File: src/rtl/melay_sched_if.sv
// Bundle between the requesters, the scheduler and the shared serial detector.
// The master side is the environment (requesters plus detector) and the slave side is melay_sched.
interface melay_sched_if #(
  parameter int NREQ      = 4,
  parameter int FRAME_LEN = 8
);
  localparam int IDW  = $clog2(NREQ);
  localparam int CNTW = $clog2(FRAME_LEN + 1);

  logic [NREQ-1:0]           req;
  logic [NREQ*FRAME_LEN-1:0] data;
  logic [NREQ-1:0]           gnt;
  logic                      busy;
  logic                      det_rst;
  logic                      det_din;
  logic                      det_dout;
  logic                      done;
  logic [IDW-1:0]            done_id;
  logic [CNTW-1:0]           match_cnt;

  modport master (
    output req, data, det_dout,
    input  gnt, busy, det_rst, det_din, done, done_id, match_cnt
  );

  modport slave (
    input  req, data, det_dout,
    output gnt, busy, det_rst, det_din, done, done_id, match_cnt
  );
endinterface

File: src/rtl/melay_sched.sv
// Scheduler that lets NREQ requesters share one serial Mealy detector: it grants a requester, shifts its frame in MSB-first and counts the dout pulses.
// Define MELAY_SCHED_FIXED_PRIO_EN for lowest-index-wins arbitration instead of round-robin.
module melay_sched #(
  parameter int NREQ      = 4,
  parameter int FRAME_LEN = 8
) (
  input  logic          i_clk,
  input  logic          i_rst_n,
  melay_sched_if.slave  bus
);
  localparam int IDW  = $clog2(NREQ);
  localparam int CNTW = $clog2(FRAME_LEN + 1);

  localparam logic [1:0] IDLE  = 2'd0;
  localparam logic [1:0] GRANT = 2'd1;
  localparam logic [1:0] SHIFT = 2'd2;
  localparam logic [1:0] DONE  = 2'd3;

  logic [1:0]           r_state;
  logic [IDW-1:0]       r_cur_id;
  logic [FRAME_LEN-1:0] r_shreg;
  logic [CNTW-1:0]      r_bitcnt;
  logic [CNTW-1:0]      r_acc;
  logic [IDW-1:0]       r_done_id;
  logic [CNTW-1:0]      r_match_cnt;
`ifndef MELAY_SCHED_FIXED_PRIO_EN
  logic [IDW-1:0]       r_ptr;
`endif

  logic                 w_any;
  logic [IDW-1:0]       w_win;
  logic [CNTW-1:0]      w_acc_nxt;

  // Scan downward so the last hit, i.e. the first one at or after the start point, wins.
  always_comb begin
    int j;
    j     = 0;
    w_any = |bus.req;
    w_win = '0;
    for (int k = NREQ - 1; k >= 0; k--) begin
`ifdef MELAY_SCHED_FIXED_PRIO_EN
      j = k;
`else
      j = int'(r_ptr) + k;
      if (j >= NREQ) j = j - NREQ;
`endif
      if (bus.req[j]) w_win = IDW'(j);
    end
  end

  // The final SHIFT cycle's det_dout is folded straight into the reported count.
  assign w_acc_nxt = r_acc + CNTW'(bus.det_dout);

  always_ff @(posedge i_clk or negedge i_rst_n) begin
    if (!i_rst_n) begin
      r_state     <= IDLE;
      r_cur_id    <= '0;
      r_shreg     <= '0;
      r_bitcnt    <= '0;
      r_acc       <= '0;
      r_done_id   <= '0;
      r_match_cnt <= '0;
`ifndef MELAY_SCHED_FIXED_PRIO_EN
      r_ptr       <= '0;
`endif
    end else begin
      case (r_state)
        IDLE: begin
          if (w_any) begin
            r_cur_id <= w_win;
            r_state  <= GRANT;
          end
        end
        GRANT: begin
          r_shreg  <= bus.data[int'(r_cur_id)*FRAME_LEN +: FRAME_LEN];
          r_bitcnt <= '0;
          r_acc    <= '0;
          r_state  <= SHIFT;
        end
        SHIFT: begin
          r_shreg  <= {r_shreg[FRAME_LEN-2:0], 1'b0};
          r_bitcnt <= r_bitcnt + 1'b1;
          r_acc    <= w_acc_nxt;
          if (r_bitcnt == CNTW'(FRAME_LEN - 1)) begin
            r_done_id   <= r_cur_id;
            r_match_cnt <= w_acc_nxt;
            r_state     <= DONE;
          end
        end
        DONE: begin
`ifndef MELAY_SCHED_FIXED_PRIO_EN
          r_ptr   <= (r_cur_id == IDW'(NREQ - 1)) ? '0 : r_cur_id + 1'b1;
`endif
          r_state <= IDLE;
        end
        default: r_state <= IDLE;
      endcase
    end
  end

  assign bus.gnt       = (r_state == GRANT) ? (NREQ'(1) << r_cur_id) : '0;
  assign bus.busy      = (r_state != IDLE);
  assign bus.det_rst   = (r_state == IDLE) || (r_state == GRANT);
  assign bus.det_din   = (r_state == SHIFT) && r_shreg[FRAME_LEN-1];
  assign bus.done      = (r_state == DONE);
  assign bus.done_id   = r_done_id;
  assign bus.match_cnt = r_match_cnt;
endmodule

File: src/flat_wrapper.sv
// flat-port wrapper written by rule: the top's interface ports become plain ports
module melay_sched_flat 
#(
  parameter int NREQ      = 4,
  parameter int FRAME_LEN = 8
)
  (i_clk, i_rst_n, bus_req, bus_data, bus_det_dout, bus_gnt, bus_busy, bus_det_rst, bus_det_din, bus_done, bus_done_id, bus_match_cnt);
  melay_sched_if #(.NREQ(NREQ), .FRAME_LEN(FRAME_LEN)) bus_i ();
  input  logic i_clk;
  input  logic i_rst_n;
  input wire logic [$bits(bus_i.req)-1:0] bus_req;
  input wire logic [$bits(bus_i.data)-1:0] bus_data;
  input wire logic [$bits(bus_i.det_dout)-1:0] bus_det_dout;
  output wire logic [$bits(bus_i.gnt)-1:0] bus_gnt;
  output wire logic [$bits(bus_i.busy)-1:0] bus_busy;
  output wire logic [$bits(bus_i.det_rst)-1:0] bus_det_rst;
  output wire logic [$bits(bus_i.det_din)-1:0] bus_det_din;
  output wire logic [$bits(bus_i.done)-1:0] bus_done;
  output wire logic [$bits(bus_i.done_id)-1:0] bus_done_id;
  output wire logic [$bits(bus_i.match_cnt)-1:0] bus_match_cnt;
  assign bus_i.req = bus_req;
  assign bus_i.data = bus_data;
  assign bus_i.det_dout = bus_det_dout;
  assign bus_gnt = bus_i.gnt;
  assign bus_busy = bus_i.busy;
  assign bus_det_rst = bus_i.det_rst;
  assign bus_det_din = bus_i.det_din;
  assign bus_done = bus_i.done;
  assign bus_done_id = bus_i.done_id;
  assign bus_match_cnt = bus_i.match_cnt;
  melay_sched #(.NREQ(NREQ), .FRAME_LEN(FRAME_LEN)) u_core (.i_clk(i_clk), .i_rst_n(i_rst_n), .bus(bus_i));
endmodule
File: config.mk
export PLATFORM = sky130hd
export DESIGN_NAME = melay_sched_flat
export DESIGN_NICKNAME = d
export VERILOG_FILES = /design/src/rtl/melay_sched_if.sv /design/src/rtl/melay_sched.sv /design/src/flat_wrapper.sv
export SDC_FILE = /design/constraint.sdc
export NUM_CORES = 1
export LEC_CHECK = 0
export ABC_AREA = 1
export CAP_MARGIN = 20
export CORE_UTILIZATION = 40
export DETAILED_ROUTE_END_ITERATION = 6
export HOLD_SLACK_MARGIN = 0.05
export PLACE_DENSITY = 0.79
export SLEW_MARGIN = 10
export SYNTH_ARGS = -nofsm -noshare
export SYNTH_HDL_FRONTEND = slang
export SYNTH_SLANG_ARGS = --single-unit
File: constraint.sdc
create_clock -name i_clk -period 2.9 [get_ports i_clk]
set_input_delay 0.58 -clock i_clk [delete_from_list [all_inputs] [get_ports i_clk]]
set_output_delay 0.58 -clock i_clk [all_outputs]
set_load 0.02 [all_outputs]
==> results of run 1 <==
-- how the worst max path moves through the flow --
stage / from / end / slack, ns / depth (start not counted)
finish: u_core.r_cur_id[1]$_DFFE_PN0P_ / bus_gnt[0] / 0.38 / 5
global route: u_core.r_cur_id[1]$_DFFE_PN0P_ / bus_gnt[0] / 0.26 / 5
CTS: u_core.r_cur_id[1]$_DFFE_PN0P_ / bus_gnt[0] / 0.38 / 5
detailed placement: u_core.r_cur_id[1]$_DFFE_PN0P_ / bus_gnt[0] / 0.69 / 5
global placement: u_core.r_cur_id[1]$_DFFE_PN0P_ / bus_gnt[0] / 0.75 / 5
floorplan: u_core.r_cur_id[0]$_DFFE_PN0P_ / bus_gnt[0] / 1.21 / 6
-- critical path: cells and delay by family, from the launching register on --
kind	cells	cell delay, ns
flops	1	0.53
fa+ha+maj	1	0.18
simple gates	1	0.07
buf+inv	3	0.88
-- cells by family (layout without fill, tap and decap cells) --
logic type / after synthesis / count (layout)
AOI/OAI and AO/OA: 51 / 51
xor gates and xnor gates: 2 / 2
adders and majority gates: 12 / 12
buffers and inverters: 44 / 93
DFF: 28 / 28
and+or+nand+nor: 108 / 108
-- placed cells by master, fill, tap and decap left out --
cell type        count
nand2_1             61
clkdlybuf4s50_1     52
inv_1               29
dfrtp_1             28
o21ai_0             21
nor2_1              18
nand3_1             13
ha_1                12
o22ai_1             10
o21ai_1              7
nand2_2              7
o221ai_1             6
inv_2                5
a21oi_1              5
nor3_1               3
clkbuf_8             3
nand2_4              2
nand4_1              2
xor2_1               2
buf_4                2
or2_2                1
nor2_2               1
inv_8                1
a31oi_1              1
o211ai_1             1
bufinv_16            1
-- power breakdown --
| group | switching (mW) | internal [mW] | total (mW) | leakage (nW) |
|---|---|---|---|---|
| Combinational | 0.842 | 0.528 | 1.37 | 0.791 |
| Clock | 0.125 | 0.185 | 0.310 | 0.0357 |
| Sequential | 0.129 | 0.536 | 0.665 | 0.345 |
| Total | 1.10 | 1.25 | 2.35 | 1.17 |
-- through the flow --
step	utilization	worst slack (ns)	total power, mW	instances
floorplan	-	1.207	1.652	245
global placement	0.5443	0.7487	1.981	342
detailed placement	0.5443	0.6922	2.038	342
CTS	0.5606	0.3822	2.353	346
global route	0.5606	0.2555	2.557	346
finish	0.5606	0.3819	2.345	346
-- flip-flops by register name (all words and copies together), names as in the netlist --
| signal | flops |
|---|---|
| u_core.bus.done_id | 2 |
| u_core.bus.match_cnt | 4 |
| u_core.r_acc | 4 |
| u_core.r_bitcnt | 4 |
| u_core.r_cur_id | 2 |
| u_core.r_ptr | 2 |
| u_core.r_shreg | 8 |
| u_core.r_state | 2 |
-- per-layer routing --
| metal | GRT usage | routed length (um) |
|---|---|---|
| met1 | 0.2437 | 1899 |
| met2 | 0.3247 | 2150 |
| met3 | 0.01453 | 216 |
| met4 | 0.04989 | 36 |
| met5 | 0 | 0 |
-- area by class of cell --
| class | count | area (um^2) | share of cell area |
|---|---|---|---|
| well taps | 52 | 65.06 | 0.02665 |
| flip-flops and latches | 28 | 700.7 | 0.2870 |
| inverters | 35 | 138.9 | 0.05689 |
| clock buffers | 3 | 41.29 | 0.01691 |
| multi-input cells | 173 | 929.6 | 0.3808 |
| repair buffers | 54 | 535.5 | 0.2194 |
| clock inverters | 1 | 30.03 | 0.01230 |
==> results.yml, run 1 <==
status:
  status: "finished clean"
place:
  dp_hpwl_um: 3303
  placed_cell_area_mm2: 0.002370
  port_buffers: 52
  routabilityCongestion: 0.8261
synthesis:
  synth_flop_cell: "dfrtp_1"
  synth_top_cell_by_area: "dfrtp_1"
  synth_edf_count: 0
  yosys.area_share.xor_xnor: 0.009609
  synth_top_area_share: 0.3844
  synth_area_mm2: 0.001823
  syn_nets: 296
  synth-simple-area-share: 0.2567
  ys_async_sr_fraction: 1.000
  syn_inst: 245
  ys_types: 26
  synth_top_family_by_area: "simple AND/OR/NAND/NOR gates"
  synth-seq-cells: 28
  yosys.area_share.adder: 0.08236
  muxShareOfSynthArea: 0
  synth_most_common_cell: "nand2_1"
  synthTopCellsByArea: "dfrtp_1 38%, nand2_1 13%, ha_1 8.2%"
  synth.yosys.warnings: 0
  synth_common_cells: "61 x nand2_1, 29 x inv_1, 28 x dfrtp_1"
  ys_seq_area_frac: 0.3844
  synth_compound_area_frac: 0.1613
  avgSynthCellArea_um2: 7.441
drt:
  routed_wl_um: 4303
  drt-pass1-iter-count: 4
  wire_per_inst_um: 12.44
  drtIter0Drc: 93
  drcViolationCount: 0
  viasPerCell: 5.179
  dr_total_vias: 1792
  ant_nets: 0
clock_network:
  htreeDepth: 1
  cts_resized: 0
  cts_root_buf: "clkbuf_8"
  clkLatencyLatePin_ns: 0.27
  hold_buffers: 0
  post_cts_buffers: 0
  cts_tree: "built"
  clock-sinks: 28
  numCtsBuffers: 3
  clk_pin_slew_ns: 0.10
  clockBufferDepth: 2
global_route:
  grt_overflow_total: 0
  grtUsageTotal: 0.1846
  grt_max_degree: 29
  antenna_found_initial: 0
  grt_pass1_vias: 1656
  grt_pass1_wl_um: 7314
finish:
  n_antenna_cell: 0
  drive_gt1_frac: 0.07823
  final_area_mm2: 0.002441
  area_delta_synth_final_pct: 33.91
  fillers: 382
  fin_nets: 346
setup_path:
  r2r_slack_ns: 0.91
  path_cells: "inv_2 > ha_1 > nand2_1 > inv_1 > clkdlybuf4s50_1"
  start_kind: "flip-flop"
  arrival_ns: 1.94
  cpPeakStageDelay_ns: 0.59
  crit-reg2reg-launch: "u_core.r_state[1]$_DFFE_PN0P_"
  endpoint_kind: "output port"
  reg2reg_to: "u_core.r_shreg[7]$_DFFE_PN0P_"
  cpMaxStageDelayCell: "clkdlybuf4s50_1"
  reg2reg_depth: 6
  path_class: "reg2out"
  critical_path_required_ns: 2.32
  cp_max_fo: 12
sta:
  fin_crit_sh: 0.8683
  slew_violations: 0
  finalSetupViolations: 0
  worst_pin_slew_ns: 0.5089
  fin_skew_ns: 0.002857
  max-slew-margin-rel: 0.6607
  fmax_mhz: 397.1
  layout_min_cycle_time_ns: 2.518
  hold_violations: 0
  rsz0062_at_grt: "false"
  hold_ws_ns: 0.5035
  final.setup.tns_ns: 0
worst_hold_path:
  min_from: "u_core.bus.match_cnt[3]$_DFFE_PN0P_"
  hp-class: "reg2reg"
  holdPathEnd: "u_core.bus.match_cnt[3]$_DFFE_PN0P_"
  holdPathStages: 2
flow_run:
  maxCapViolCount: 0
floorplanning:
  coreArea_mm2: 0.004354
  fp.dieW_um: 69.51
  die_h_um: 69.51
  fp-row-count: 24
  initial_core_util: 0.4187
  die-area_mm2: 0.004832
  ios: 53
pwr:
  peakVddDrop_v: 0.0005181
  p_leak_nw: 1.172
  powerDensity_mw_per_mm2: 960.7
Power figures use the tool's default switching activity.
==> run 2, diff against run 1 <==
- SKIP_CTS_REPAIR_TIMING: unset -> 1
- clock period: 2.9 -> 2.57 ns (I/O delays scaled with it)
==> run 2 against run 1 <==
  * Clock skew rose by 0.0042 ns
  * Count of clock-buffer cells in the layout rose by 1
  * Total power rose by 11%
  * Largest cell class unchanged
  * Highest routed layer unchanged
==> results.yml, run 2 (synthesized netlist as in run 1, its figures left out) <==
place:
  routabilityCongestion: 0.8142
  dp_hpwl_um: 3334
  placed_cell_area_mm2: 0.002385
  post-place-ws_ns: 0.4473
  place.detailed.instances: 344
  port_buffers: 52
floorplanning:
  ios: 53
  fp.dieW_um: 69.51
  fp-row-count: 24
  initial_core_util: 0.4187
  die-area_mm2: 0.004832
  die_h_um: 69.51
  coreArea_mm2: 0.004354
setup_path:
  arrival_ns: 1.92
  path_class: "reg2out"
  cpMostUsedCell: "inv_1"
  critical_path_required_ns: 2.06
  start_kind: "flip-flop"
  cpPeakStageDelay_ns: 0.59
  cp_max_fo: 9
  endpoint_kind: "output port"
  path_cells: "inv_1 > ha_1 > nand2_1 > inv_1 > clkdlybuf4s50_1"
  cpMaxStageDelayCell: "clkdlybuf4s50_1"
global_route:
  grt_max_degree: 29
  grt_pass1_vias: 1661
  grt_pass1_wl_um: 7231
  grt_overflow_total: 0
  antenna_found_initial: 0
  grtUsageTotal: 0.1847
sta:
  max-slew-margin-rel: 0.7134
  worst_slack_ns: 0.1346
  rsz0062_at_grt: "false"
  finalSetupViolations: 0
  layout_min_cycle_time_ns: 2.435
  fin_skew_ns: 0.007095
  fin_crit_sh: 0.9476
  slew_violations: 0
  final.setup.tns_ns: 0
  hold_violations: 0
  fmax_mhz: 410.6
  hold_ws_ns: 0.5022
  worst_pin_slew_ns: 0.4299
pwr:
  switching_share: 0.4740
  power.net_switching_mw: 1.232
  peakVddDrop_v: 0.0004812
  pwr-share-seq: 0.291
  p_leak_nw: 1.175
  powerDensity_mw_per_mm2: 1064
  total_power_mw: 2.599
  p_clk_frac: 0.106
  p_comb_frac: 0.603
  p_int_mw: 1.367
finish:
  largest_register_ffs: 8
  area_delta_synth_final_pct: 33.97
  final_area_mm2: 0.002442
  final_cell_mix: "61 x nand2_1, 52 x clkdlybuf4s50_1, 29 x inv_1"
  final_cells: 348
  drive_gt1_frac: 0.08446
  utilization: 0.5609
  fillers: 420
  final_common_cell: "nand2_1"
  n_antenna_cell: 0
  fin_nets: 348
  regMostFlops: "u_core.r_shreg"
drt:
  drt-pass1-iter-count: 4
  wire_per_inst_um: 12.27
  drcViolationCount: 0
  drtIter0Drc: 43
  ant_nets: 0
  dr_total_vias: 1754
  routed_wl_um: 4269
  viasPerCell: 5.040
clock_network:
  clock-sinks: 28
  htreeDepth: 1
  clockBufferDepth: 2
  cts_root_buf: "clkbuf_8"
  numCtsBuffers: 3
  clk_pin_slew_ns: 0.10
  clkLatencyLatePin_ns: 0.28
  cts_tree: "built"
worst_hold_path:
  hp-class: "reg2reg"
flow_run:
  maxCapViolCount: 0
status:
  status: "finished clean"
run 2: cell types whose count changed in the layout (fill, tap and decap cells not counted):
cell,change
buf_4,+2
bufinv_16,-1
clkbuf_8,+1
inv_2,-1
inv_4,+1
run 2: area by class of cell:
| cell class | count | area [um^2] | area share |
|---|---|---|---|
| Clock buffer | 4 | 55.05 | 0.02254 |
| Inverter | 35 | 141.4 | 0.05789 |
| Multi-Input combinational cell | 173 | 929.6 | 0.3806 |
| Sequential cell | 28 | 700.7 | 0.2869 |
| Tap cell | 52 | 65.06 | 0.02664 |
| Timing Repair Buffer | 56 | 550.5 | 0.2254 |
run 2: metal layers:
metal | vias to the layer above | GRT usage | part of all wire
li1 | 899 | - | -
met1 | 807 | 0.2344 | 0.45
met2 | 44 | 0.3301 | 0.49
met3 | 4 | 0.01599 | 0.039
met4 | 0 | 0.05896 | 0.013
met5 | - | 0 | 0
run 2: path summary, 6_finish.rpt:
check / slack (ns) / end / startpoint / cells past startpoint
max: 0.13 / bus_det_din / u_core.r_state[0]$_DFFE_PN0P_ / 5
min: 0.50 / u_core.bus.match_cnt[2]$_DFFE_PN0P_ / u_core.bus.match_cnt[2]$_DFFE_PN0P_ / 2
max reg2reg: 0.86 / u_core.r_shreg[4]$_DFFE_PN0P_ / u_core.r_state[0]$_DFFE_PN0P_ / 6
min reg2reg: 0.50 / u_core.bus.match_cnt[2]$_DFFE_PN0P_ / u_core.bus.match_cnt[2]$_DFFE_PN0P_ / 2
max in group asynchronous: 1.71 / u_core.r_ptr[0]$_DFFE_PN0P_ / i_rst_n / 2
min in group asynchronous: 0.60 / u_core.bus.match_cnt[2]$_DFFE_PN0P_ / i_rst_n / 2
run 2: worst max-delay path, delay by kind of cell, from the launching register on:
family	cells	cell delay [ns]
buffers and inverters	3	0.77
flip-flops	1	0.42
adder cells (fa/ha/maj)	1	0.36
AND/OR/NAND/NOR	1	0.09
run 2: power groups by stage:
stage                     clock network, mW  logic [mW]  registers (mW)
after floorplan                           0        1.16           0.708
after global placement                    0        1.52           0.747
after detailed placement                  0        1.57           0.759
after CTS                             0.281        1.57           0.753
after global routing                  0.297        1.76           0.780
final                                 0.276        1.57           0.756
